File: config.mk
export PLATFORM = sky130hd
export DESIGN_NAME = alu_op_sequencer_flat
export DESIGN_NICKNAME = d
export VERILOG_FILES = /design/src/rtl/alu_op_sequencer_if.sv /design/src/rtl/alu_op_sequencer.sv /design/src/flat_wrapper.sv
export SDC_FILE = /design/constraint.sdc
export NUM_CORES = 1
export LEC_CHECK = 0
export ABC_AREA = 1
export CAP_MARGIN = 10
export CORE_MARGIN = 10
export CORE_UTILIZATION = 30
export DETAILED_ROUTE_END_ITERATION = 10
export DONT_BUFFER_PORTS = 1
export PLACE_DENSITY = 0.46
export SYNTH_ARGS = -nofsm -noshare
export SYNTH_HDL_FRONTEND = slang
export SYNTH_SLANG_ARGS = --single-unit
File: constraint.sdc
create_clock -name clk -period 3.1 [get_ports clk]
set_input_delay 0.465 -clock clk [delete_from_list [all_inputs] [get_ports clk]]
set_output_delay 0.465 -clock clk [all_outputs]
set_load 0.01 [all_outputs]
File: src/rtl/alu_op_sequencer_if.sv
// Instruction-in / datapath-strobes-out bundle of the ALU op sequencer.
// Latency: none (signal grouping only).
// Backpressure: start is honoured only while ready is high; md_ready exists when MULDIV_STALL_EN is defined.
interface alu_op_sequencer_if #(
  parameter int REG_IDX_W = 4,
  parameter int OP_W      = 5
);
  // instruction side
  logic                 start;
  logic                 ready;
  logic [OP_W-1:0]      opcode;
  logic [REG_IDX_W-1:0] ra;
  logic [REG_IDX_W-1:0] rb;
  logic [REG_IDX_W-1:0] rc;
`ifdef MULDIV_STALL_EN
  logic                 md_ready;
`endif
  // datapath bus-control side
  logic                 reg_out_en;
  logic [REG_IDX_W-1:0] reg_out_sel;
  logic                 reg_in_en;
  logic [REG_IDX_W-1:0] reg_in_sel;
  logic                 c_out;
  logic                 y_in;
  logic                 z_in;
  logic                 zlo_out;
  logic                 zhi_out;
  logic                 lo_in;
  logic                 hi_in;
  logic [OP_W-1:0]      alu_op;
  logic                 done;
  logic                 illegal;

`ifdef MULDIV_STALL_EN
  modport master (
    output start, opcode, ra, rb, rc, md_ready,
    input  ready, reg_out_en, reg_out_sel, reg_in_en, reg_in_sel, c_out, y_in,
           z_in, zlo_out, zhi_out, lo_in, hi_in, alu_op, done, illegal
  );
  modport slave (
    input  start, opcode, ra, rb, rc, md_ready,
    output ready, reg_out_en, reg_out_sel, reg_in_en, reg_in_sel, c_out, y_in,
           z_in, zlo_out, zhi_out, lo_in, hi_in, alu_op, done, illegal
  );
`else
  modport master (
    output start, opcode, ra, rb, rc,
    input  ready, reg_out_en, reg_out_sel, reg_in_en, reg_in_sel, c_out, y_in,
           z_in, zlo_out, zhi_out, lo_in, hi_in, alu_op, done, illegal
  );
  modport slave (
    input  start, opcode, ra, rb, rc,
    output ready, reg_out_en, reg_out_sel, reg_in_en, reg_in_sel, c_out, y_in,
           z_in, zlo_out, zhi_out, lo_in, hi_in, alu_op, done, illegal
  );
`endif
endinterface

File: src/rtl/alu_op_sequencer.sv
// Steps one decoded ALU-class instruction through T3..T6 register-transfer strobes.
// Latency: RR/IMM 3, MD 4, UN 2 cycles from accept to done; illegal opcodes pulse illegal 1 cycle after accept.
// Backpressure: ready is high only in IDLE; start elsewhere is ignored. MULDIV_STALL_EN adds md_ready, which holds MD in WAIT.
module alu_op_sequencer #(
  parameter int REG_IDX_W = 4,
  parameter int OP_W      = 5
) (
  input logic               clk,
  input logic               clear,
  alu_op_sequencer_if.slave bus
);

  typedef enum logic [2:0] {
    S_IDLE, S_T3, S_T4, S_T5, S_T6, S_ILL
`ifdef MULDIV_STALL_EN
    , S_WAIT
`endif
  } state_t;

  typedef enum logic [2:0] {C_RR, C_IMM, C_MD, C_UN, C_BAD} class_t;

  // Every registered control output except ready, grouped so reset and defaults are one assignment.
  typedef struct packed {
    logic                 reg_out_en;
    logic [REG_IDX_W-1:0] reg_out_sel;
    logic                 reg_in_en;
    logic [REG_IDX_W-1:0] reg_in_sel;
    logic                 c_out;
    logic                 y_in;
    logic                 z_in;
    logic                 zlo_out;
    logic                 zhi_out;
    logic                 lo_in;
    logic                 hi_in;
    logic [OP_W-1:0]      alu_op;
    logic                 done;
    logic                 illegal;
  } ctl_t;

  function automatic class_t f_class(input logic [OP_W-1:0] op);
    case (op)
      OP_W'(3), OP_W'(4), OP_W'(5), OP_W'(6), OP_W'(7),
      OP_W'(8), OP_W'(9), OP_W'(10), OP_W'(11): f_class = C_RR;
      OP_W'(12), OP_W'(13), OP_W'(14):         f_class = C_IMM;
      OP_W'(15), OP_W'(16):                    f_class = C_MD;
      OP_W'(17), OP_W'(18):                    f_class = C_UN;
      default:                                 f_class = C_BAD;
    endcase
  endfunction

  // Immediate forms reuse the register-form ALU operation.
  function automatic logic [OP_W-1:0] f_alu_op(input logic [OP_W-1:0] op);
    case (op)
      OP_W'(12): f_alu_op = OP_W'(3);
      OP_W'(13): f_alu_op = OP_W'(5);
      OP_W'(14): f_alu_op = OP_W'(6);
      default:   f_alu_op = op;
    endcase
  endfunction

  state_t               r_state;
  state_t               w_state_nxt;
  class_t               r_cls;
  logic [OP_W-1:0]      r_op;
  logic [REG_IDX_W-1:0] r_ra;
  logic [REG_IDX_W-1:0] r_rb;
  logic [REG_IDX_W-1:0] r_rc;

  class_t               w_cls;
  logic [OP_W-1:0]      w_op;
  logic [REG_IDX_W-1:0] w_ra;
  logic [REG_IDX_W-1:0] w_rb;
  logic [REG_IDX_W-1:0] w_rc;
  logic                 w_accept;

  ctl_t                 w_ctl;
  ctl_t                 r_ctl;
  logic                 r_ready;

  assign w_accept = (r_state == S_IDLE) && bus.start;

  // State register; clear aborts any sequence in flight.
  always_ff @(posedge clk) begin
    if (clear) r_state <= S_IDLE;
    else       r_state <= w_state_nxt;
  end

  // Latch the instruction fields on accept.
  always_ff @(posedge clk) begin
    if (clear) begin
      r_cls <= C_RR;
      r_op  <= '0;
      r_ra  <= '0;
      r_rb  <= '0;
      r_rc  <= '0;
    end else if (w_accept) begin
      r_cls <= f_class(bus.opcode);
      r_op  <= bus.opcode;
      r_ra  <= bus.ra;
      r_rb  <= bus.rb;
      r_rc  <= bus.rc;
    end
  end

  // Next state plus the strobes of that next state, so the outputs can be registered with no extra cycle.
  always_comb begin
    // On the accept cycle the latches are not loaded yet, so look through to the inputs.
    w_cls = (r_state == S_IDLE) ? f_class(bus.opcode) : r_cls;
    w_op  = (r_state == S_IDLE) ? bus.opcode : r_op;
    w_ra  = (r_state == S_IDLE) ? bus.ra : r_ra;
    w_rb  = (r_state == S_IDLE) ? bus.rb : r_rb;
    w_rc  = (r_state == S_IDLE) ? bus.rc : r_rc;

    w_state_nxt = r_state;
    w_ctl       = '0;

    case (r_state)
      S_IDLE: if (bus.start) w_state_nxt = (w_cls == C_BAD) ? S_ILL : S_T3;
      S_T3:   w_state_nxt = S_T4;
      S_T4: begin
        if (w_cls == C_UN) w_state_nxt = S_IDLE;
`ifdef MULDIV_STALL_EN
        else if (w_cls == C_MD) w_state_nxt = S_WAIT;
`endif
        else w_state_nxt = S_T5;
      end
`ifdef MULDIV_STALL_EN
      S_WAIT: if (bus.md_ready) w_state_nxt = S_T5;
`endif
      S_T5:   w_state_nxt = (w_cls == C_MD) ? S_T6 : S_IDLE;
      S_T6:   w_state_nxt = S_IDLE;
      S_ILL:  w_state_nxt = S_IDLE;
      default: w_state_nxt = S_IDLE;
    endcase

    case (w_state_nxt)
      S_T3: begin
        w_ctl.reg_out_en  = 1'b1;
        w_ctl.reg_out_sel = w_rb;
        if (w_cls == C_UN) begin
          w_ctl.alu_op = f_alu_op(w_op);
          w_ctl.z_in   = 1'b1;
        end else begin
          w_ctl.y_in   = 1'b1;
        end
      end
      S_T4: begin
        if (w_cls == C_UN) begin
          w_ctl.zlo_out    = 1'b1;
          w_ctl.reg_in_en  = 1'b1;
          w_ctl.reg_in_sel = w_ra;
          w_ctl.done       = 1'b1;
        end else begin
          if (w_cls == C_IMM) begin
            w_ctl.c_out       = 1'b1;
          end else begin
            w_ctl.reg_out_en  = 1'b1;
            w_ctl.reg_out_sel = w_rc;
          end
          w_ctl.alu_op = f_alu_op(w_op);
          w_ctl.z_in   = 1'b1;
        end
      end
      S_T5: begin
        w_ctl.zlo_out = 1'b1;
        if (w_cls == C_MD) begin
          w_ctl.lo_in      = 1'b1;
        end else begin
          w_ctl.reg_in_en  = 1'b1;
          w_ctl.reg_in_sel = w_ra;
          w_ctl.done       = 1'b1;
        end
      end
      S_T6: begin
        w_ctl.zhi_out = 1'b1;
        w_ctl.hi_in   = 1'b1;
        w_ctl.done    = 1'b1;
      end
      S_ILL:   w_ctl.illegal = 1'b1;
      default: w_ctl = '0;
    endcase
  end

  // Output register: strobes and ready change together with the state.
  always_ff @(posedge clk) begin
    if (clear) begin
      r_ctl   <= '0;
      r_ready <= 1'b1;
    end else begin
      r_ctl   <= w_ctl;
      r_ready <= (w_state_nxt == S_IDLE);
    end
  end

  assign bus.ready       = r_ready;
  assign bus.reg_out_en  = r_ctl.reg_out_en;
  assign bus.reg_out_sel = r_ctl.reg_out_sel;
  assign bus.reg_in_en   = r_ctl.reg_in_en;
  assign bus.reg_in_sel  = r_ctl.reg_in_sel;
  assign bus.c_out       = r_ctl.c_out;
  assign bus.y_in        = r_ctl.y_in;
  assign bus.z_in        = r_ctl.z_in;
  assign bus.zlo_out     = r_ctl.zlo_out;
  assign bus.zhi_out     = r_ctl.zhi_out;
  assign bus.lo_in       = r_ctl.lo_in;
  assign bus.hi_in       = r_ctl.hi_in;
  assign bus.alu_op      = r_ctl.alu_op;
  assign bus.done        = r_ctl.done;
  assign bus.illegal     = r_ctl.illegal;

endmodule

File: src/flat_wrapper.sv
// flat-port wrapper written by rule: the top's interface ports become plain ports
module alu_op_sequencer_flat 
#(
  parameter int REG_IDX_W = 4,
  parameter int OP_W      = 5
)
  (clk, clear, bus_start, bus_opcode, bus_ra, bus_rb, bus_rc, bus_ready, bus_reg_out_en, bus_reg_out_sel, bus_reg_in_en, bus_reg_in_sel, bus_c_out, bus_y_in, bus_z_in, bus_zlo_out, bus_zhi_out, bus_lo_in, bus_hi_in, bus_alu_op, bus_done, bus_illegal);
  alu_op_sequencer_if #(.REG_IDX_W(REG_IDX_W), .OP_W(OP_W)) bus_i ();
  input logic clk;
  input logic clear;
  input wire logic [$bits(bus_i.start)-1:0] bus_start;
  input wire logic [$bits(bus_i.opcode)-1:0] bus_opcode;
  input wire logic [$bits(bus_i.ra)-1:0] bus_ra;
  input wire logic [$bits(bus_i.rb)-1:0] bus_rb;
  input wire logic [$bits(bus_i.rc)-1:0] bus_rc;
  output wire logic [$bits(bus_i.ready)-1:0] bus_ready;
  output wire logic [$bits(bus_i.reg_out_en)-1:0] bus_reg_out_en;
  output wire logic [$bits(bus_i.reg_out_sel)-1:0] bus_reg_out_sel;
  output wire logic [$bits(bus_i.reg_in_en)-1:0] bus_reg_in_en;
  output wire logic [$bits(bus_i.reg_in_sel)-1:0] bus_reg_in_sel;
  output wire logic [$bits(bus_i.c_out)-1:0] bus_c_out;
  output wire logic [$bits(bus_i.y_in)-1:0] bus_y_in;
  output wire logic [$bits(bus_i.z_in)-1:0] bus_z_in;
  output wire logic [$bits(bus_i.zlo_out)-1:0] bus_zlo_out;
  output wire logic [$bits(bus_i.zhi_out)-1:0] bus_zhi_out;
  output wire logic [$bits(bus_i.lo_in)-1:0] bus_lo_in;
  output wire logic [$bits(bus_i.hi_in)-1:0] bus_hi_in;
  output wire logic [$bits(bus_i.alu_op)-1:0] bus_alu_op;
  output wire logic [$bits(bus_i.done)-1:0] bus_done;
  output wire logic [$bits(bus_i.illegal)-1:0] bus_illegal;
  assign bus_i.start = bus_start;
  assign bus_i.opcode = bus_opcode;
  assign bus_i.ra = bus_ra;
  assign bus_i.rb = bus_rb;
  assign bus_i.rc = bus_rc;
  assign bus_ready = bus_i.ready;
  assign bus_reg_out_en = bus_i.reg_out_en;
  assign bus_reg_out_sel = bus_i.reg_out_sel;
  assign bus_reg_in_en = bus_i.reg_in_en;
  assign bus_reg_in_sel = bus_i.reg_in_sel;
  assign bus_c_out = bus_i.c_out;
  assign bus_y_in = bus_i.y_in;
  assign bus_z_in = bus_i.z_in;
  assign bus_zlo_out = bus_i.zlo_out;
  assign bus_zhi_out = bus_i.zhi_out;
  assign bus_lo_in = bus_i.lo_in;
  assign bus_hi_in = bus_i.hi_in;
  assign bus_alu_op = bus_i.alu_op;
  assign bus_done = bus_i.done;
  assign bus_illegal = bus_i.illegal;
  alu_op_sequencer #(.REG_IDX_W(REG_IDX_W), .OP_W(OP_W)) u_core (.clk(clk), .clear(clear), .bus(bus_i));
endmodule
==> run_results.csv <==
group,metric,value,unit
floorplan,initial_core_util,30.5,%
grt,grtUsageTotal,9.95,%
timing,finalHoldViolations,0,
detailed_routing,vias,1785,
yosys,async_flop_share,0,%
yosys,synth.cell_area,2190,um2
yosys,yosys_warnings,0,
yosys,ys.flop_type,"dfxtp_1",
worst_setup_path,critical_path_arrival,2.49,ns
pwr,ir_drop,166,uV
clock_tree,cts_buffers,5,
timing,worst_slew_pin_slew,0.747,ns
worst_setup_path,critPathKind,"register to register",
worst_setup_path,cp_max_fo,23,
timing,fmax,446,MHz
floorplan,chipHeight,105,um
pwr,p_int,956,uW
cells_and_area,final_area,2290,um2
clock_tree,post_cts_resized,0,
clock_tree,clock_latency,0.31,ns
detailed_routing,drt_wl_total,5460,um
cells_and_area,layout-drive-gt1-share,12.1,%
yosys,synthTopCellsByArea,"dfxtp_1 (43%), nand2_1 (12%), nor2_1 (7.6%), inv_1 (5.3%), o21ai_0 (3.7%)",
timing,finalSetupTns,0,ns
timing,slew_headroom,50.1,%
floorplan,std_cell_rows,31,
placement,place_ws,0.800,ns
floorplan,coreArea,7180,um2
yosys,synthSimpleGateAreaFrac,30.1,%
floorplan,ios,45,
cells_and_area,nets,309,
worst_setup_path,rrSetupSlack,0.86,ns
clock_tree,cts_tree,"done",
detailed_routing,via_per_inst,4.60,
pwr,p_leak,0.00100,uW
timing,maxSlewViolCount,0,
cells_and_area,area_growth,4.63,%
pwr,p_sw_share,36.0,%
grt,antenna_found_initial,0,
worst_setup_path,reg2reg_to,"u_core.bus.alu_op[0]",
timing,fin_ws,0.860,ns
grt,grt_pass1_wl,8940,um
yosys,syn_nets,313,
placement,hpwl,3940,um
yosys,syn_avg_cell_area,7.49,um2
detailed_routing,routedWlPerCell,14.1,um
timing,rsz0062_at_grt,"false",
cells_and_area,final_common_cell,"nand2_1",
worst_setup_path,cp-start-kind,"register",
pwr,clkPwrFrac,24.8,%
pwr,p_comb_share,27.2,%
timing,setup_viol_count_final,0,
clock_tree,clkTransAtPathRegs,0.10,ns
placement,gp_congestion,0.772,
yosys,synth_top_area_share,43.0,%
placement,post_dp_cell_area,2200,um2
grt,met1_usage,12.3,%
yosys,synth_xor_area_share,0,%
grt,grt_pass1_vias,1699,
job,drv_cap,0,
placement,dp_cells,380,
worst_setup_path,rr_startpoint,"u_core.r_state[2]",
yosys,synth_top_family_by_area,"simple AND/OR/NAND/NOR gates",
yosys,synthMuxAreaShare,0,%
worst_setup_path,worstPathRequired,3.35,ns
timing,fin_crit_sh,72.3,%
grt,grt_max_degree,29,
placement,port_buffers,0,
yosys,synth_seq_cells,47,
floorplan,dieArea,11100,um2
worst_setup_path,cp-endpoint,"u_core.bus.alu_op[0]",
clock_tree,htreeDepth,2,
clock_tree,clockBufferDepth,2,
yosys,synth_top_cell_by_area,"dfxtp_1",
yosys,synth_compound_area_share,14.8,%
timing,min_period,2.24,ns
cells_and_area,final_cell_mix,"nand2_1 (68), dfxtp_1 (47), nor2_1 (44)",
clock_tree,cts-root-buf,"clkbuf_8",
clock_tree,cts.sinks,47,
timing,fin_worst_skew,0.0164,ns
floorplan,die_w,105,um
worst_setup_path,worstSetupStartpoint,"u_core.r_state[2]",
cells_and_area,fillers,804,
grt,met2_usage,15.2,%
detailed_routing,drc,0,
detailed_routing,ant_nets,0,
cells_and_area,final_cells,388,
worst_hold_path,hold_path.class,"primary input to register",
clock_tree,cts_hold_buffers,0,
grt,busiest_layer,"met2",
cells_and_area,diodes,0,
yosys,netlist_instances,292,
yosys,seq_area_frac_synth,43.0,%
detailed_routing,dr.pass1.iters,4,
yosys,synth-edff-count,0,
grt,use_met3,4.32,%
grt,gr-total-overflow,0,
yosys,synthAdderAreaFrac,0.572,%
pwr,power_density,653,nW/um2
worst_setup_path,rr_worst_depth,10,
detailed_routing,first_iter_violations,44,
worst_setup_path,worst_setup_path_end_kind,"register",
pwr,p_sw,539,uW
run_status,status,"completed",
yosys,synth_cell_types,35,
clock_tree,post-cts-setup-buffer-count,0,
pwr,seqPwrFrac,48.0,%
## routing by layer
layer  up-vias  routed length, um
li1        927                  -
met1       806               2530
met2        47               2400
met3         5                464
met4         0                 64
met5         -                  0
## metrics by stage
step	total power (uW)	hold WS, ns	util, %
final	1490	0.219	31.9
after global routing	1610	0.199	31.9
after CTS	1520	0.202	31.9
after detailed placement	1140	0.449	30.7
after global placement	1140	0.445	30.7
after floorplan	1100	0.430	-
## registers in the layout, indices dropped and copies added, names as in the netlist, 3 cells and up
register,count
u_core.bus.alu_op,5
u_core.bus.reg_in_sel,4
u_core.bus.reg_out_sel,4
u_core.r_cls,3
u_core.r_op,5
u_core.r_ra,4
u_core.r_rb,4
u_core.r_rc,4
u_core.r_state,3
## synthesized netlist by cell type, types with 2 or more instances
master    count
a211oi_1      7
a21oi_1      14
a31oi_1       4
buf_6         3
clkbuf_1      4
clkbuf_8      3
dfxtp_1      47
inv_1        31
inv_2         2
nand2_1      68
nand2_2       6
nand3_1       7
nand4_1       8
nor2_1       44
nor2_4        2
o21ai_0      16
o21ai_2       4
o221a_2       3
or2_1         3
## worst min path at each step
stage,to,startpoint,depth (start not counted)
after detailed placement,u_core.r_rb[2],u_core.r_rb[2],2
after CTS,u_core.r_op[4],clear,1
after global placement,u_core.r_op[2],u_core.r_op[2],2
after global routing,u_core.r_op[4],clear,1
after floorplan,u_core.r_ra[3],u_core.r_ra[3],2
final,u_core.r_op[4],clear,1
## cells by family after synthesis
group | after synthesis
AND/OR/NAND/NOR | 146
flip-flops | 47
buffers and inverters | 47
adder cells (fa/ha/maj) | 1
AO/OA/AOI/OAI | 51
## cell type report
class | count | area [um2] | share of cell area, %
Multi-Input combinational cell | 198 | 995 | 43.5
Sequential cell | 47 | 941 | 41.1
Clock buffer | 6 | 72.6 | 3.17
Tap cell | 99 | 124 | 5.41
Clock inverter | 2 | 12.5 | 0.547
Inverter | 34 | 129 | 5.63
Timing Repair Buffer | 2 | 15.0 | 0.656
## worst max-delay path, cell delays in order (launching register included)
cell	delay, ns
dfxtp_1	0.37
nor3_4	0.42
buf_4	0.26
inv_2	0.19
nand2_1	0.11
nand2_1	0.08
nand2_1	0.28
nand4_1	0.13
nand2_1	0.10
nand2_2	0.10
nor2_1	0.14
## power groups by stage
stage / Clock, uW / Sequential [uW] / Combinational, uW
2_1_floorplan: 0 / 723 / 375
3_3_place_gp: 0 / 734 / 405
3_5_place_dp: 0 / 733 / 410
4_1_cts: 387 / 719 / 412
5_1_grt: 411 / 727 / 471
6_report: 370 / 717 / 407
No activity file was read; power rests on OpenSTA's default activity.
